--- src/rtl/game_sequencer.sv ---
// Game-flow sequencer for the VGA game: WELCOME -> START countdown -> PLAY <-> PAUSE -> FINISH.
// Time is measured in vsync frames; a "second tick" is every FRAMES_PER_SEC frames.
module game_sequencer #(
  parameter int FRAMES_PER_SEC  = 60,
  parameter int START_SECONDS   = 3,
  parameter int FINISH_HOLD_SEC = 5
) (
  input  logic       clock,
  input  logic       reset_n,
  input  logic       vsync,
  input  logic       start_btn,
  input  logic       pause_sw,
  input  logic [7:0] time_left,
  output logic [2:0] game_state,
  output logic       timer_go,
  output logic       restart_timer,
  output logic [1:0] countdown,
  output logic       frame_tick
);

  typedef enum logic [2:0] {
    WELCOME = 3'd0,
    START   = 3'd1,
    PLAY    = 3'd2,
    PAUSE   = 3'd3,
    FINISH  = 3'd4
  } state_t;

  localparam logic [5:0] LP_FRAME_LAST = 6'(FRAMES_PER_SEC - 1);
  localparam logic [1:0] LP_START_CNT  = 2'(START_SECONDS);
  localparam logic [3:0] LP_HOLD       = 4'(FINISH_HOLD_SEC);

  state_t     r_state;
  logic [1:0] r_countdown;
  logic       r_frame_tick;
  logic [5:0] r_frame_cnt;
  logic [3:0] r_hold_cnt;
  logic       r_play_armed;
  logic       r_vsync_d;
  logic       r_btn_d;
  logic       r_live;

  logic w_vsync_rise;
  logic w_btn_rise;
  logic w_sec_tick;

  assign w_vsync_rise = vsync & ~r_vsync_d;
  assign w_btn_rise   = start_btn & ~r_btn_d;
  assign w_sec_tick   = r_frame_tick && (r_frame_cnt == LP_FRAME_LAST);

  // r_live stays low for the first edge after reset release so the edge
  // detectors load the live input levels before any event can fire.
  always_ff @(posedge clock or negedge reset_n) begin
    if (!reset_n) begin
      r_state      <= WELCOME;
      r_countdown  <= 2'd0;
      r_frame_tick <= 1'b0;
      r_frame_cnt  <= 6'd0;
      r_hold_cnt   <= 4'd0;
      r_play_armed <= 1'b0;
      r_vsync_d    <= 1'b0;
      r_btn_d      <= 1'b0;
      r_live       <= 1'b0;
    end else begin
      r_vsync_d <= vsync;
      r_btn_d   <= start_btn;
      r_live    <= 1'b1;
      if (!r_live) begin
        r_frame_tick <= 1'b0;
      end else begin
        r_frame_tick <= w_vsync_rise;
        if (r_frame_tick && (r_state != PAUSE)) begin
          r_frame_cnt <= w_sec_tick ? 6'd0 : r_frame_cnt + 6'd1;
        end
        if (r_frame_tick && (r_state == PLAY)) begin
          r_play_armed <= 1'b1;
        end
        case (r_state)
          WELCOME: begin
            if (w_btn_rise) begin
              r_state     <= START;
              r_countdown <= LP_START_CNT;
              r_frame_cnt <= 6'd0;
            end
          end
          START: begin
            if (w_sec_tick) begin
              if (r_countdown == 2'd1) begin
                r_state      <= PLAY;
                r_countdown  <= 2'd0;
                r_play_armed <= 1'b0;
              end else begin
                r_countdown <= r_countdown - 2'd1;
              end
            end
          end
          // Game over wins over pause when both happen on the same cycle.
          PLAY: begin
            if (r_play_armed && (time_left == 8'd0)) begin
              r_state     <= FINISH;
              r_frame_cnt <= 6'd0;
              r_hold_cnt  <= 4'd0;
            end else if (pause_sw) begin
              r_state <= PAUSE;
            end
          end
          PAUSE: begin
            if (!pause_sw) begin
              r_state <= PLAY;
            end
          end
          FINISH: begin
            if (r_hold_cnt == LP_HOLD) begin
              if (w_btn_rise) begin
                r_state <= WELCOME;
              end
            end else if (w_sec_tick) begin
              r_hold_cnt <= r_hold_cnt + 4'd1;
            end
          end
          default: begin
            r_state     <= WELCOME;
            r_countdown <= 2'd0;
          end
        endcase
      end
    end
  end

  assign game_state    = r_state;
  assign countdown     = r_countdown;
  assign frame_tick    = r_frame_tick;
  assign timer_go      = (r_state == PLAY);
  assign restart_timer = (r_state == WELCOME) || (r_state == START);

endmodule

--- config.mk ---
export PLATFORM = sky130hd
export DESIGN_NAME = game_sequencer
export DESIGN_NICKNAME = d
export VERILOG_FILES = /design/src/rtl/game_sequencer.sv
export SDC_FILE = /design/constraint.sdc
export NUM_CORES = 1
export LEC_CHECK = 0
export ABC_AREA = 0
export CORE_ASPECT_RATIO = 1.75
export CORE_UTILIZATION = 30
export DETAILED_ROUTE_END_ITERATION = 10
export PLACE_DENSITY = 0.55
export REMOVE_ABC_BUFFERS = 1
export SLEW_MARGIN = 20
export SYNTH_ARGS = -nofsm -noshare
export SYNTH_HDL_FRONTEND = slang
export SYNTH_SLANG_ARGS = --single-unit
--- constraint.sdc ---
create_clock -name clock -period 1.9 [get_ports clock]
set_input_delay 0.285 -clock clock [delete_from_list [all_inputs] [get_ports clock]]
set_output_delay 0.285 -clock clock [all_outputs]
set_load 0.1 [all_outputs]
Yosys cells after proc, flatten, opt, wreduce, memory -nomap -nowiden. Cells that the tools add are included.

Bits in registers: 20. Latch bits: 0. Bits in writable memories: 0. Memory bits (read-only): 0. Input bits: 13. Output and inout bits: 8. Word-level logic and storage cells: 74. Memories kept: 0.

$add $sub $neg: 3. Multipliers: 0. Div/mod/pow operators: 0. Magnitude comparators: 0. Equality and inequality tests: 18. Shift-type cells: 0. Mux-type cells: 27. Bitwise operators: 5. Reductions and logical operators: 12.

Operator list (count): two-way mux 3 bit (8); two-way mux 6 bit (4); != test 2 bit, second input constant (8); one-hot mux 3 bit (5 select lines) (1); two-way mux 4 bit (3); one-hot mux 6 bit (2 select lines) (1); zero test 8 bit (1); one-hot mux 4 bit (2 select lines) (1); AND reduction 8 bit (1); adder 6 x 1 -> 6 bit, second input constant (1); == test 3 x 2 -> 1 bit, second input constant (2); == test 6 bit, second input constant (1); two-way mux 2 bit (3); != test 3 x 2 -> 1 bit, second input constant (2); one-hot mux 2 bit (3 select lines) (1); two-way mux 1 bit (5); AND reduction 5 bit (1); adder 4 x 1 -> 4 bit, second input constant (1); == test 4 x 3 -> 1 bit, second input constant (1); logical AND 1 bit (4); AND reduction 4 bit (1); == test 3 x 1 -> 1 bit, second input constant (1); == test 3 bit, second input constant (1); zero test 3 bit (1); 8 further kinds (11).

Longest topological paths before layout.
Word-level depth: 6. Gate-level depth with buffers: 7. Mapped depth without buffers: 7.

Worst setup path before layout. No wires, ideal clock.

Path kind: reg-to-reg. Start: register r_state[1], in the netlist game_state[1]. End: register r_hold_cnt[3]. Setup time: 0.128 ns. Arrival: 4.354 ns. Required time: 1.772 ns. Setup slack: -2.582 ns. Cell stages (with the launch flop): 6. Buffers on the path: 0. Clock period less this slack: 4.482 ns. Cells stage by stage: dfrtp_1 > nor3b_1 > and4_1 > o21ai_0 > o21ai_0 > o31ai_1.

Cells in the longest elaborated chain, start to end: 3. Elaborated cells on any way between the ends: 8. Classes of those cells: eq/ne (5); mux (1); reduce/logical (2).

RTL lines: start: declaration (line 33) `state_t r_state;`; start signal: assignment (line 55) `r_state <= WELCOME;`; start signal: assignment (line 81) `r_state <= START;`; start signal: assignment (line 89) `r_state <= PLAY;`; == test 3 x 2 -> 1 bit *; net timer_go (line 15) `output logic timer_go,`; != test 2 x 1 -> 1 bit (no source line) or nonzero test 2 bit (tied branches); AND reduction 5 bit (no source line); end signal: assignment (line 118) `r_hold_cnt <= r_hold_cnt + 4'd1;`; end: declaration (line 37) `logic [3:0] r_hold_cnt;`.

The timed path passes the listed nets; every way through them passes the cells marked *. A chain may end at the register's enable or synchronous reset.

Final worst setup path.
Start: register r_frame_cnt[1]. End: register r_state[0], in the netlist game_state[0].

Cells in the longest elaborated chain, start to end: 4.

RTL lines: start: declaration (line 36) `logic [5:0] r_frame_cnt;`; start signal: assignment (line 73) `r_frame_cnt <= w_sec_tick ? 6'd0 : r_frame_cnt + 6'd1;`; == test 6 bit (line 49) `assign w_sec_tick = r_frame_tick && (r_frame_cnt == LP_FRAME_LAST);`; logical AND 1 bit (line 49); != test 2 bit (no source line); AND reduction 8 bit (no source line).

Every way passes these cells.

==> results.toml <==
[synth]
ys_ff_latch = 20
netlist.area_leader.share = 0.435
synth.avg_cell_area_um2 = 9.91
async_flop_share = 1.00
synth_cells = 116
synthTopCellsByArea = "dfrtp_1 (44%), ha_1 (4.4%), o21ai_0 (3.9%), nand2_1 (3.3%), nand3_1 (2.6%)"
synth_top_cell_by_area = "dfrtp_1"
yosysSeqAreaShare = 0.435
synth_enable_flop_cells = 0
synth.most_common_cell = "dfrtp_1"
yosysWarnings = 0
synth_commonest_cells = "dfrtp_1 (20), nand2_1 (10), o21ai_0 (9), inv_1 (7)"
synth-main-ff-cell = "dfrtp_1"
synth_cell_types = 40
syn_area_um2 = 1150

[placement]
dpl.hpwl_um = 2120
io_buffers = 20
post_dp_cell_area_um2 = 1560
placed_cells = 194
gp_congestion = 0.835

[critical_path]
worstSetupPathType = "reg -> reg"
r2r_start = "r_frame_cnt[1]"
worstPathMaxFanout = 3
worstPathArrival_ns = 2.04
start_kind = "flop"
critPathCaptureType = "flop"
worstPathRequired_ns = 2.04
r2r_slack_ns = 0.009
crit_start = "r_frame_cnt[1]"
critPathCapture = "game_state[0]"
r2r_cells = 6
r2r-end = "game_state[0]"

[layout]
syn_to_final_growth_pct = 44.5
n_antenna_cell = 0
fin_area_um2 = 1660
drive_gt1_frac = 0.307
final_cell_count_no_fill = 199
fin_nets = 172

[route]
drt-initial-drc-count = 18
drc = 0
ant_nets = 0
routedWlPerCell_um = 14.5
viasPerCell = 5.20
drtPass1Iterations = 5
wirelength_um = 2880
via_count = 1035

[die]
fp-row-count = 29
start_util = 0.317
die-height_um = 83.9
pin_count = 21
die_x_um = 48.8
die_area_um2 = 4090
design.core.area_um2 = 3630

[global_routing]
overflow = 0
antenna_found_initial = 0
first_global_vias = 1058
grt_usage = 0.148
grt_max_degree = 21
grt_pass1_wl_um = 4680

[timing]
period_share = 0.995
grt_setup_unrepaired = "true"
finalHoldViolations = 0
whs_ns = 0.367
skew_ns = 0.00302
fmax_mhz = 529
setup_violations = 0
setup-tns-final_ns = 0
maxSlewViolCount = 0
fin_crit_ns = 1.89

[pwr]
sequentialPowerShare = 0.336
clockPowerShare = 0.140
p_switching_mw = 0.863
combPwrFrac = 0.524
power.total_mw = 1.97
leakagePower_nw = 0.732
switching_share = 0.438
p_per_area_nw_per_um2 = 1190
irDropWorstVdd_mv = 0.718
p_int_mw = 1.11

[clocking]
clock_path_buffers = 2
clock-sinks = 20
cts-root-buf = "clkbuf_8"
hold_buffers = 0
cts_tree = "done"
cts_made_buffers = 3
cts.htree.levels = 1
clk_latency_ns = 0.26
clk_pin_slew_worst_paths_ns = 0.07

[job]
drv_cap = 0

[run_status]
outcome = "complete, no violations"

[worst_hold_path]
worst_hold_path_type = "in -> async"
-- cell usage in the layout (no fill, tap or decap), drive strengths merged --
cell type and instances:
and3 2, conb 1, o21ai 9, and4 1
nand2 11, and3b 2, clkdlybuf4s50 12, nor3 1
o311ai 4, or2b 1, ha 4, or2 2
nand3 6, o21a 1, a211oi 2, a21oi 4
mux2i 2, inv 7, a311o 1, a311oi 3
mux2 3, a41oi 2, nor3b 2, o31ai 2
nor2b 3, nand4b 1, nand3b 1, clkbuf 3
nor2 6, buf 26, and2b 2, a31oi 3
or3b 1, nor4 2, dfrtp 20
-- flip-flops by register name (all words and copies together), names as in the netlist --
signal and flops:
r_play_armed 1, r_frame_cnt 6, r_live 1, r_vsync_d 1
r_btn_d 1, frame_tick 1, r_hold_cnt 4, game_state 3
countdown 2
-- layout make-up --
class	count	area, µm²
clock buffer	3	41.3
fill	350	1970
inverter	7	26.3
multi-input combinational	85	643
sequential	20	503
tap	46	57.6
timing repair buffer	38	390
-- how the worst min path moves through the flow --
stage,end
after floorplan,countdown[0]
after global placement,r_hold_cnt[3]
after detailed placement,r_hold_cnt[3]
after CTS,r_play_armed
after global routing,r_play_armed
final,countdown[1]
-- layer usage --
| layer | part of all wire | wire length [µm] | up-vias | global-route usage |
|---|---|---|---|---|
| met5 | 0 | 0 | - | 0 |
| met4 | 0.041 | 119 | 0 | 0.0882 |
| met3 | 0.036 | 105 | 11 | 0.0310 |
| met2 | 0.54 | 1550 | 29 | 0.269 |
| met1 | 0.38 | 1100 | 492 | 0.150 |
| li1 | - | - | 503 | - |
-- metrics by stage --
stage,setup WS [ns],util
floorplan,-2.59,-
global placement,-0.0986,0.429
detailed placement,-0.126,0.429
CTS,0.0132,0.441
global route,-0.0271,0.458
finish,0.00861,0.458
-- power by group through the flow --
stage	clock, mW	sequential [mW]	combinational [mW]
floorplan	0	0.895	0.341
global placement	0	0.645	0.939
detailed placement	0	0.654	0.953
CTS	0.289	0.648	0.959
global route	0.311	0.680	1.10
finish	0.275	0.662	1.03
-- logic make-up (layout without fill, tap and decap cells) --
family,after synthesis,after routing,share of synthesized area
AND/OR/NAND/NOR,44,44,0.234
AO/OA/AOI/OAI,31,31,0.190
buffers and inverters,11,48,0.0468
multiplexers,5,5,0.0468
adder cells (fa/ha/maj),4,4,0.0435
other,1,1,0.00326
flip-flops,20,20,0.435
-- worst max-delay path, stage by stage (launching register included) --
cell	delay, ns
dfrtp_1	0.42
ha_4	0.17
nand2_4	0.06
o311ai_4	0.24
o311ai_2	0.16
a311o_2	0.43
mux2_4	0.30
-- repair_timing --
item	in CTS	in global routing
cloned	0	0
buffers inserted	0	2
setup endpoints to repair	2	7
gates resized for setup	1	10
pin swaps	1	3
Power figures use the tool's default switching activity.
